--- config.mk ---
export PLATFORM = sky130hd
export DESIGN_NAME = inst_sequencer
export DESIGN_NICKNAME = d
export VERILOG_FILES = /design/src/rtl/inst_sequencer.sv
export SDC_FILE = /design/constraint.sdc
export NUM_CORES = 1
export LEC_CHECK = 0
export ABC_AREA = 1
export CORE_MARGIN = 2
export CORE_UTILIZATION = 48
export CTS_CLUSTER_SIZE = 30
export DETAILED_ROUTE_END_ITERATION = 8
export DONT_BUFFER_PORTS = 1
export PLACE_DENSITY = 0.71
export SETUP_SLACK_MARGIN = 0.05
export SYNTH_ARGS = -nofsm -noshare
export SYNTH_HDL_FRONTEND = slang
export SYNTH_SLANG_ARGS = --single-unit
--- constraint.sdc ---
create_clock -name clk -period 3.1 [get_ports clk]
set_input_delay 0.31 -clock clk [delete_from_list [all_inputs] [get_ports clk]]
set_output_delay 0.31 -clock clk [all_outputs]
set_load 0.02 [all_outputs]
--- src/rtl/inst_sequencer.sv ---
// inst_sequencer: program counter and sequencing engine for the accelerator.
// Fetches 32-bit instructions from a synchronous-read instruction memory,
// executes control opcodes (NOP, HALT, REPEAT, JUMP) locally and dispatches
// datapath opcodes 1..8 over a valid/ready handshake.
//
// Ports:
//   clk, rst_n          clock, asynchronous active-low reset
//   start, start_addr   single-cycle start pulse and first instruction address
//   abort               synchronous flush back to IDLE
//   imem_rd_en/addr     instruction memory read request (data returns next cycle)
//   imem_rdata          instruction memory read data
//   dispatch_valid/inst instruction word offered to the datapath
//   dispatch_ready      datapath accepts the offered word
//   busy                sequencer is running (decoded from state)
//   halted, err         HALT or illegal opcode reached / illegal opcode reached
//   pc                  address of the current instruction
module inst_sequencer #(
    parameter int unsigned ADDR_W = 12,
    parameter int unsigned INST_W = 32
) (
    input  logic              clk,
    input  logic              rst_n,
    input  logic              start,
    input  logic [ADDR_W-1:0] start_addr,
    input  logic              abort,
    output logic              imem_rd_en,
    output logic [ADDR_W-1:0] imem_addr,
    input  logic [INST_W-1:0] imem_rdata,
    output logic              dispatch_valid,
    output logic [INST_W-1:0] dispatch_inst,
    input  logic              dispatch_ready,
    output logic              busy,
    output logic              halted,
    output logic              err,
    output logic [ADDR_W-1:0] pc
);

    localparam int unsigned OPC_W = 4;
    localparam int unsigned PAY_W = INST_W - OPC_W;

    localparam logic [OPC_W-1:0] OP_NOP    = 4'd0;
    localparam logic [OPC_W-1:0] OP_DP_LO  = 4'd1;
    localparam logic [OPC_W-1:0] OP_DP_HI  = 4'd8;
    localparam logic [OPC_W-1:0] OP_HALT   = 4'd9;
    localparam logic [OPC_W-1:0] OP_REPEAT = 4'd10;
    localparam logic [OPC_W-1:0] OP_JUMP   = 4'd11;

    typedef enum logic [2:0] {
        IDLE     = 3'd0,
        FETCH    = 3'd1,
        DECODE   = 3'd2,
        DISPATCH = 3'd3,
        HALTED   = 3'd4
    } state_e;

    state_e              state_q, state_d;
    logic [ADDR_W-1:0]   pc_q, pc_d;
    logic [PAY_W-1:0]    rep_cnt_q, rep_cnt_d;
    logic                rep_pend_q, rep_pend_d;
    logic [INST_W-1:0]   inst_q, inst_d;
    logic                halted_q, halted_d;
    logic                err_q, err_d;
    logic                rd_en_q, rd_en_d;
    logic [ADDR_W-1:0]   addr_q, addr_d;
    logic                valid_q, valid_d;

    logic [OPC_W-1:0]    opcode;
    logic [PAY_W-1:0]    payload;
    logic [ADDR_W-1:0]   pc_inc;

    assign opcode  = imem_rdata[INST_W-1 -: OPC_W];
    assign payload = imem_rdata[PAY_W-1:0];
    assign pc_inc  = pc_q + ADDR_W'(1);   // wraps modulo 2^ADDR_W

    // Next-state and next-output logic
    always_comb begin
        state_d    = state_q;
        pc_d       = pc_q;
        rep_cnt_d  = rep_cnt_q;
        rep_pend_d = rep_pend_q;
        inst_d     = inst_q;
        halted_d   = halted_q;
        err_d      = err_q;

        if (abort) begin
            // pc, halted and err deliberately hold across an abort
            state_d    = IDLE;
            rep_pend_d = 1'b0;
            rep_cnt_d  = '0;
        end else begin
            unique case (state_q)
                IDLE, HALTED: begin
                    if (start) begin
                        state_d    = FETCH;
                        pc_d       = start_addr;
                        halted_d   = 1'b0;
                        err_d      = 1'b0;
                        rep_pend_d = 1'b0;
                        rep_cnt_d  = '0;
                    end
                end
                FETCH: begin
                    state_d = DECODE;
                end
                DECODE: begin
                    inst_d     = imem_rdata;
                    rep_pend_d = 1'b0;
                    if (opcode == OP_NOP) begin
                        rep_cnt_d = '0;
                        pc_d      = pc_inc;
                        state_d   = FETCH;
                    end else if (opcode == OP_HALT) begin
                        rep_cnt_d = '0;
                        halted_d  = 1'b1;
                        state_d   = HALTED;
                    end else if (opcode == OP_REPEAT) begin
                        // A second REPEAT simply overwrites the pending count
                        rep_cnt_d  = payload;
                        rep_pend_d = 1'b1;
                        pc_d       = pc_inc;
                        state_d    = FETCH;
                    end else if (opcode == OP_JUMP) begin
                        rep_cnt_d = '0;
                        pc_d      = payload[ADDR_W-1:0];
                        state_d   = FETCH;
                    end else if (opcode >= OP_DP_LO && opcode <= OP_DP_HI) begin
                        if (!rep_pend_q) begin
                            rep_cnt_d = PAY_W'(1);
                            state_d   = DISPATCH;
                        end else if (rep_cnt_q == '0) begin
                            // REPEAT 0 skips the following instruction
                            pc_d    = pc_inc;
                            state_d = FETCH;
                        end else begin
                            state_d = DISPATCH;
                        end
                    end else begin
                        // Opcodes 12..15 are illegal
                        rep_cnt_d = '0;
                        halted_d  = 1'b1;
                        err_d     = 1'b1;
                        state_d   = HALTED;
                    end
                end
                DISPATCH: begin
                    if (valid_q && dispatch_ready) begin
                        if (rep_cnt_q > PAY_W'(1)) begin
                            rep_cnt_d = rep_cnt_q - PAY_W'(1);
                        end else begin
                            rep_cnt_d = '0;
                            pc_d      = pc_inc;
                            state_d   = FETCH;
                        end
                    end
                end
                default: begin
                    state_d = IDLE;
                end
            endcase
        end

        // Registered outputs are derived from the next state so they align with it
        rd_en_d = (state_d == FETCH);
        addr_d  = (state_d == FETCH) ? pc_d : addr_q;
        valid_d = (state_d == DISPATCH);
    end

    // State and output registers
    always_ff @(posedge clk or negedge rst_n) begin
        if (!rst_n) begin
            state_q    <= IDLE;
            pc_q       <= '0;
            rep_cnt_q  <= '0;
            rep_pend_q <= 1'b0;
            inst_q     <= '0;
            halted_q   <= 1'b0;
            err_q      <= 1'b0;
            rd_en_q    <= 1'b0;
            addr_q     <= '0;
            valid_q    <= 1'b0;
        end else begin
            state_q    <= state_d;
            pc_q       <= pc_d;
            rep_cnt_q  <= rep_cnt_d;
            rep_pend_q <= rep_pend_d;
            inst_q     <= inst_d;
            halted_q   <= halted_d;
            err_q      <= err_d;
            rd_en_q    <= rd_en_d;
            addr_q     <= addr_d;
            valid_q    <= valid_d;
        end
    end

    assign imem_rd_en     = rd_en_q;
    assign imem_addr      = addr_q;
    assign dispatch_valid = valid_q;
    assign dispatch_inst  = inst_q;
    assign halted         = halted_q;
    assign err            = err_q;
    assign pc             = pc_q;
    assign busy           = (state_q != IDLE) && (state_q != HALTED);

endmodule

# --- Word level (Yosys, flattened, before mapping) ---
# Index checks and enable logic that the tools add are counted.
word_totals:
  regBits: 92
  latchBits: 0
  mem_bits_rw: 0
  mem_bits_ro: 0
  input_bits: 49
  out_inout_bits: 61
  wordCells: 104
  memories: 0
op_classes:
  addsub: 2
  n_mul: 0
  div_mod_pow: 0
  n_lt_le_gt_ge: 3
  n_eq_ne: 22
  shifts: 0
  muxes: 50
  n_bitwise: 1
  n_reduce_logical: 16
ops:
  columns: ["operator", "count"]
  rows:
  - ["2-to-1 mux 28 bit", 10]
  - ["2-to-1 mux 12 bit", 11]
  - ["case mux 28 bit (3 select lines)", 1]
  - ["case mux 12 bit (3 select lines)", 1]
  - ["> comparator 28 x 1 -> 1 bit, second input constant", 1]
  - ["logical NOT 28 bit", 1]
  - ["subtractor 28 x 1 -> 28 bit, second input constant", 1]
  - ["2-to-1 mux 3 bit", 9]
  - ["inequality test 3 bit, second input constant", 6]
  - ["adder 12 x 1 -> 12 bit, second input constant", 1]
  - ["equality test 4 bit, second input constant", 3]
  - ["2-to-1 mux 1 bit", 12]
  - ["inequality test 2 bit, second input constant", 6]
  - ["case mux 3 bit (4 select lines)", 1]
  - ["equality test 3 x 2 -> 1 bit, second input constant", 3]
  - ["inequality test 8 bit, second input constant", 1]
  - ["AND reduction 8 bit", 1]
  - ["AND reduction 7 bit", 1]
  - ["equality test 3 x 1 -> 1 bit, second input constant", 2]
  - ["case mux 1 bit (2 select lines)", 3]
  - ["nonzero test 3 bit", 2]
  - [">= comparator 4 x 1 -> 1 bit, second input constant", 1]
  - ["less-or-equal comparator 4 bit, second input constant", 1]
  - ["logical NOT 4 bit", 1]
  - ["10 further kinds", 14]

# --- Depth between registers and ports, before layout ---
# Gate-level depths: netlist (run 1).
logic_depth:
  ltp_word: 11
  mapped_depth: 18

# --- Least setup slack after synthesis (run 1) ---
# No wires, ideal clock.
synth_timing:
  path_type: "reg2reg"
  startpoint: "register rep_cnt_q[0]"
  endpoint: "register rep_cnt_q[22]"
  setup_time_ns: 0.133
  arrival_time_ns: 1.742
  required_time_ns: 2.967
  path_slack_ns: 1.225
  path_stages_with_launch: 11
  synth_period_minus_slack_ns: 1.875
  cell_sequence: "dfrtp_1 -> inv_1 -> ha_1 -> nand2_1 -> nor3_2 -> nand4_1 -> nor2_1 -> xor2_1 -> nor2_1 -> a21oi_1 -> o22ai_2"
synth_between:
  elab_chain_cells: 5
  word_cells_on_any_way: 6
  cone_classes: "add/sub (1); order compare (1); mux (4)"
synth_rtl:
  columns: ["element", "line", "source"]
  rows:
  - ["from (decl)", "58", "logic [PAY_W-1:0] rep_cnt_q, rep_cnt_d;"]
  - ["from (signal assigned)", "184", "rep_cnt_q <= rep_cnt_d;"]
  - ["subtractor 28 x 1 -> 28 bit / > comparator 28 x 1 -> 1 bit (equally long branches)", "148, 147", null]
  - ["2-to-1 mux 28 bit (*)", "147", "if (rep_cnt_q > PAY_W'(1)) begin"]
  - ["2-to-1 mux 28 bit (*)", "146", "if (valid_q && dispatch_ready) begin"]
  - ["case mux 28 bit (3 select lines) (*)", "91", "unique case (state_q)"]
  - ["2-to-1 mux 28 bit (*)", "85", "if (abort) begin"]
# Mark *: on every way between the ends. The rest lies on a longest branch, timed or not. The select of a mux whose other input is x is not followed.
# A chain may end at the register's enable or synchronous reset.

# --- Worst setup path after layout (run 1) ---
layout_timing:
  startpoint: "register state_q[0]"
  endpoint: "register addr_q[11] (netlist: imem_addr[11])"
layout_between:
  elab_chain_cells: 5
  word_cells_on_any_way: 14
  cone_classes: "eq/ne (5); mux (7); reduce/logical (2)"
layout_rtl:
  columns: ["element", "line", "source"]
  rows:
  - ["from (decl)", "56", "state_e state_q, state_d;"]
  - ["from (signal assigned)", "182", "state_q <= state_d;"]
  - ["equality test 3 bit (tied with other cells)", "91", null]
  - ["OR reduction 2 bit / 2-to-1 mux 3 bit (equally long branches)", "91, 146", null]
  - ["case mux 3 bit (4 select lines) (*)", "91", null]
  - ["2-to-1 mux 3 bit (*)", "85", null]
  - ["named net state_d[0]", "56", null]
  - ["equality test 3 x 1 -> 1 bit (*)", "164", "addr_d = (state_d == FETCH) ? pc_d : addr_q;"]
  - ["to (signal assigned)", "190", "addr_q <= addr_d;"]
  - ["to (decl)", "64", "logic [ADDR_W-1:0] addr_q, addr_d;"]
# The timed path passes the listed nets; every way through them passes the cells marked *.

==> flow_metrics.py, run 1 <==
metrics = {
    "outcome": {
        "status": "finished clean",
    },
    "pwr": {
        "powerDensity_nw_per_um2": 714,
        "peakVddDrop_mv": 0.365,
        "leakage_nw": 3.29,
    },
    "clock_tree": {
        "cts_resized": 0,
        "clk_pin_slew_ns": 0.07,
        "post_cts_buffers": 0,
        "clk_latency_ns": 0.36,
        "cts_tree": "yes",
        "cts_max_level": 3,
        "clk_path_buf_depth": 2,
        "cts_sinks": 92,
        "root_buffer": "clkbuf_16",
        "cts_buffers": 9,
    },
    "timing": {
        "finClkSkew_ns": 0.0116,
        "setup_slack_ns": 0.693,
        "max_freq_mhz": 416,
        "setup_viol": 0,
        "max_slew.worst_pin.slew_ns": 0.964,
        "slew_viol_final": 0,
        "rsz0062_at_grt": "no",
        "hold-worst-slack_ns": 0.0160,
        "fin_tns_setup_ns": 0,
        "post-route-min-period_ns": 2.41,
        "hold_violations": 0,
        "relSlewSlack_pct": 35.5,
        "finalCritPeriodShare_pct": 77.6,
    },
    "job": {
        "timing.max_cap.violations": 0,
    },
    "route": {
        "via_per_inst": 5.49,
        "drtIter0Drc": 457,
        "route.vias.total": 5471,
        "routed_wl_um": 16000,
        "ant_nets": 0,
        "first_pass_iters": 5,
        "drc": 0,
        "detail_route.wl_per_cell_um": 16.0,
    },
    "finish": {
        "multi_input_area_um2": 3140,
        "design_area_um2": 6490,
        "final_nets": 876,
        "drive_gt1_share_pct": 13.0,
        "register_area_um2": 2300,
        "area_delta_synth_final_pct": 7.55,
        "diodes": 0,
        "nFillCells": 1153,
    },
    "logic_synthesis": {
        "synth_edf_count": 0,
        "yosys_most_used_dff": "dfrtp_1",
        "synth_nets": 878,
        "synth_area_um2": 6030,
        "yosysWarnings": 0,
        "async_flop_share_pct": 100,
        "synth.avg_cell_area_um2": 7.31,
        "synth-seq-cells": 92,
        "ys_seq_area_share_pct": 38.2,
        "synth.distinct_cells": 50,
        "synth_cells": 825,
    },
    "placement": {
        "place_ws_ns": 0.735,
        "placed_cell_area_um2": 6160,
        "portBuffers": 0,
        "hpwl_um": 11600,
        "place_congestion": 0.924,
    },
    "die": {
        "die_w_um": 116,
        "num_rows": 40,
        "design.core.area_um2": 12200,
        "die_height_um": 116,
        "boundaryPins": 110,
        "initial_utilization_pct": 49.6,
        "die-area_um2": 13500,
    },
    "worst_setup_path": {
        "arrival_ns": 2.65,
        "crit_type": "reg -> reg",
        "cp-start-kind": "register",
        "path_max_fanout": 14,
        "cp-end-kind": "register",
        "required_ns": 3.34,
    },
    "global_route": {
        "grt_pass1_wl_um": 25800,
        "grt_pass1_vias": 5151,
        "grt_max_degree": 93,
        "overflow": 0,
        "antenna_found_initial": 0,
        "grt_usage_pct": 24.5,
    },
    "hold_path": {
        "hold_path.class": "in -> reg",
    },
}
critical path, cell delays in order, from the launching register on:
cell	delay [ns]
dfrtp_1	0.47
nor2_2	0.13
inv_2	0.12
a21oi_4	0.35
inv_2	0.15
nor2_4	0.12
inv_2	0.10
a31oi_4	0.17
inv_2	0.07
nor2_4	0.28
inv_2	0.18
nand2_1	0.09
nand2_1	0.05
timing repair:
action / in CTS / in global routing
hold endpoints to repair: 92 / 0
hold buffers: 2 / 0
setup endpoints to repair: 0 / 0
sequential cells by signal, summed over array words and instances, names as in the netlist:
name / count
pc: 12
dispatch_valid: 1
state_q: 3
halted: 1
rep_pend_q: 1
err: 1
dispatch_inst: 32
imem_addr: 12
rep_cnt_q: 28
imem_rd_en: 1
per-stage QoR:
stage / power [mW] / cells / util (%)
CTS: 4.65 / 996 / 53.3
finish: 4.63 / 996 / 53.3
global route: 4.92 / 996 / 53.3
detailed placement: 3.51 / 978 / 50.6
floorplan: 3.19 / 825 / -
global placement: 3.49 / 978 / 50.6
cell usage in the layout, fill, tap and decap left out, drive strengths merged, types with 3 or more instances in the layout:
cell type,synthesis,routed
nand2,229,229
nor3,3,3
clkbuf,9,9
a21boi,4,4
ha,4,4
or2,3,3
inv,119,122
nor4,3,3
xor2,22,22
o22ai,26,26
nand4,9,9
nand3,46,46
a32oi,5,5
mux2,11,11
dfrtp,92,92
buf,13,8
clkinv,1,4
o21ai,96,96
a21oi,25,25
a22oi,4,4
nor2,89,89
area by class of cell:
type                    instances  share of cell area, %
flip-flops and latches         92                   35.5
multi-input cells             591                   48.4
clock buffers                   9                   3.47
well taps                     168                   3.24
repair buffers                  9                   1.39
inverters                     120                   6.94
clock inverters                 7                   1.06
power breakdown:
group	switching (mW)	total, mW	leakage (nW)	internal, mW
combinational	0.782	1.21	1.95	0.427
clock	0.534	1.10	0.143	0.565
sequential	0.776	2.32	1.19	1.55
worst paths after layout:
check	startpoint	endpoint	slack [ns]	depth (start not counted)
worst max-delay path	state_q[0]$_DFF_PN0_	imem_addr[11]$_DFFE_PN0N_	0.69	12
worst min-delay path	abort	state_q[2]$_DFF_PN0_	0.02	1
worst max register to register	state_q[0]$_DFF_PN0_	imem_addr[11]$_DFFE_PN0N_	0.69	12
worst min register to register	state_q[2]$_DFF_PN0_	state_q[1]$_DFF_PN0_	0.51	1
max in group asynchronous	rst_n	imem_addr[3]$_DFFE_PN0N_	2.20	2
min in group asynchronous	rst_n	dispatch_inst[23]$_DFFE_PN0P_	0.53	2
per-layer routing:
layer / vias to the layer above / global-route usage [%] / share of wire (%)
met1: 2569 / 35.7 / 47
met2: 220 / 36.5 / 44
li1: 2667 / - / -
met5: - / 0 / 0
met4: 0 / 8.33 / 1.3
met3: 15 / 4.93 / 8.0
synthesized netlist by cell type (6+ instances only):
| cell type | n | area, µm² |
|---|---|---|
| nand3_1 | 43 | 215 |
| o21ai_1 | 8 | 40.0 |
| inv_2 | 15 | 56.3 |
| o22ai_1 | 17 | 106 |
| dfrtp_1 | 92 | 2300 |
| nand2_1 | 224 | 841 |
| o22ai_2 | 9 | 113 |
| nor2_2 | 16 | 100 |
| a21oi_1 | 24 | 120 |
| clkbuf_1 | 9 | 33.8 |
| mux2_2 | 11 | 124 |
| buf_6 | 6 | 67.6 |
| inv_1 | 104 | 390 |
| nand4_1 | 8 | 50.1 |
| nor2_4 | 6 | 67.6 |
| o21ai_2 | 10 | 87.6 |
| xor2_1 | 22 | 193 |
| nor2_1 | 66 | 248 |
| o21ai_0 | 78 | 390 |
kinds of logic after synthesis:
family	count (synthesis)	synth area share (%)
compound gates	169	17.7
mux	11	2.05
xor+xnor	23	3.34
simple gates	384	28.1
flops	92	38.2
fa+ha+maj	4	0.830
buf+inv	142	9.81
No activity file was read; power rests on OpenSTA's default activity.
==> run 2: changes to the inputs <==
- clock period: 3.1 -> 2.45 ns (I/O delays scaled with it)
==> flow_metrics.py, run 2 (same netlist as run 1, synthesis figures left out) <==
metrics = {
    "outcome": {
        "status": "finished clean",
    },
    "pwr": {
        "leakage_nw": 3.42,
        "p_sw_mw": 2.67,
        "peakVddDrop_mv": 0.741,
        "p_int_mw": 3.54,
        "clock_power_share_pct": 25.1,
        "seqPwrFrac_pct": 44.3,
        "powerDensity_nw_per_um2": 923,
        "combPwrFrac_pct": 30.6,
        "swShare_pct": 43.0,
    },
    "worst_setup_path": {
        "crit_type": "reg -> reg",
        "cp-end-kind": "register",
        "worst-r2r-setup-slack_ns": 0.22,
        "path_max_fanout": 9,
        "cp-start-kind": "register",
        "required_ns": 2.75,
        "arrival_ns": 2.53,
    },
    "timing": {
        "finalCritPeriodShare_pct": 91.1,
        "rsz0062_at_grt": "yes",
        "setup_viol": 0,
        "max_freq_mhz": 448,
        "post-route-min-period_ns": 2.23,
        "finClkSkew_ns": 0.00947,
        "relSlewSlack_pct": 58.1,
        "max_slew.worst_pin.slew_ns": 0.612,
        "fin_tns_setup_ns": 0,
        "slew_viol_final": 0,
        "setup_slack_ns": 0.218,
        "hold-worst-slack_ns": 0.0287,
        "hold_violations": 0,
    },
    "route": {
        "routed_wl_um": 16600,
        "via_per_inst": 5.51,
        "first_pass_iters": 6,
        "detail_route.wl_per_cell_um": 16.3,
        "route.vias.total": 5600,
        "ant_nets": 0,
        "drtIter0Drc": 578,
        "drc": 0,
    },
    "job": {
        "timing.max_cap.violations": 0,
    },
    "finish": {
        "diodes": 0,
        "mostFrequentLayoutCell": "nand2_1",
        "layout_common_cells": "nand2_1, inv_1, dfrtp_1, o21ai_0, nor2_1",
        "largest_reg_flops": 32,
        "area_delta_synth_final_pct": 11.6,
        "nFillCells": 1182,
        "drive_gt1_share_pct": 15.5,
        "final_nets": 898,
    },
    "die": {
        "die_height_um": 116,
        "die-area_um2": 13500,
        "boundaryPins": 110,
        "die_w_um": 116,
        "initial_utilization_pct": 49.6,
        "num_rows": 40,
        "design.core.area_um2": 12200,
    },
    "clock_tree": {
        "cts_sinks": 92,
        "clk_pin_slew_ns": 0.07,
        "cts_tree": "yes",
        "root_buffer": "clkbuf_16",
        "clk_path_buf_depth": 2,
        "cts_buffers": 9,
        "clk_latency_ns": 0.36,
        "cts_max_level": 3,
    },
    "hold_path": {
        "hold_path.class": "in -> reg",
    },
    "placement": {
        "place_ws_ns": 0.206,
        "hpwl_um": 12100,
        "portBuffers": 0,
        "place_congestion": 0.916,
    },
    "global_route": {
        "grt_pass1_vias": 5241,
        "grt_max_degree": 93,
        "grt_usage_pct": 25.5,
        "overflow": 0,
        "antenna_found_initial": 0,
        "grt_pass1_wl_um": 26700,
    },
}
[run 2: cell types whose count changed in the layout (fill, tap and decap cells not counted), sizes merged]
cell	previous run	this run
dlygate4sd3	1	2
inv	122	123
clkinv	4	1
bufinv	0	2
clkinvlp	1	0
nand3	46	47
buf	8	28
[run 2: repair_timing]
| item | CTS | global route |
|---|---|---|
| endpoints found under the setup margin | 0 | 16 |
| hold buffers | 3 | 0 |
| endpoints found under the hold margin | 94 | 0 |
| setup buffers | 0 | 0 |
| gates resized for setup | 0 | 9 |
[run 2: path summary, 6_finish.rpt]
path	from	end	cells after the start
setup reg to reg	rep_cnt_q[12]$_DFFE_PN0P_	imem_addr[4]$_DFFE_PN0N_	15
hold / removal	imem_rdata[23]	dispatch_inst[23]$_DFFE_PN0P_	1
max in group asynchronous	rst_n	pc[2]$_DFF_PN0_	2
hold reg to reg	state_q[2]$_DFF_PN0_	state_q[1]$_DFF_PN0_	1
setup / recovery	rep_cnt_q[12]$_DFFE_PN0P_	imem_addr[4]$_DFFE_PN0N_	15
min in group asynchronous	rst_n	rep_cnt_q[21]$_DFFE_PN0P_	2
[run 2: routing by layer]
| layer | routed length, µm | GRT usage (%) | share of wire [%] | up-vias |
|---|---|---|---|---|
| li1 | - | - | - | 2721 |
| met1 | 7760 | 37.0 | 47 | 2631 |
| met2 | 7240 | 38.4 | 44 | 230 |
| met3 | 1430 | 6.75 | 8.6 | 18 |
| met4 | 177 | 5.79 | 1.1 | 0 |
| met5 | 0 | 0 | 0 | - |
[run 2: area by class of cell]
| class | count | area [µm²] | area share [%] |
|---|---|---|---|
| clock buffer | 9 | 225 | 3.34 |
| multi-input combinational | 592 | 3180 | 47.3 |
| sequential | 92 | 2300 | 34.2 |
| timing repair buffer | 30 | 267 | 3.96 |
| tap | 168 | 210 | 3.12 |
| inverter | 120 | 450 | 6.69 |
| clock inverter | 6 | 95.1 | 1.41 |
[run 2: power groups by stage]
stage                     combinational (mW)  sequential (mW)  clock, mW
after floorplan                         1.20             2.84          0
final                                   1.91             2.75       1.56
after global routing                    2.13             2.81       1.64
after detailed placement                1.83             2.78          0
after global placement                  1.81             2.78          0
after CTS                               1.88             2.76       1.59
[run 2: worst max-delay path, stage by stage (launching register included)]
cell and delay (ns):
dfrtp_1 0.43, nor2_2 0.16, inv_1 0.06, nor2_1 0.13, nand2_1 0.14, nor2_2 0.12
nand2_1 0.11, nor2_2 0.19, nand3_2 0.25, o21ai_1 0.21, nor2_1 0.05, nand2_1 0.07
nand2_1 0.05, nand2_1 0.09, nand2_1 0.06, nand2_1 0.05
[run 2: through the flow]
step	area, µm²	utilization (%)	instances	power [mW]
finish	6730	55.4	1017	6.22
global route	6730	55.4	1017	6.58
CTS	6690	55.0	1016	6.23
detailed placement	6320	52.0	998	4.62
global placement	6320	52.0	998	4.59
floorplan	6030	-	825	4.04
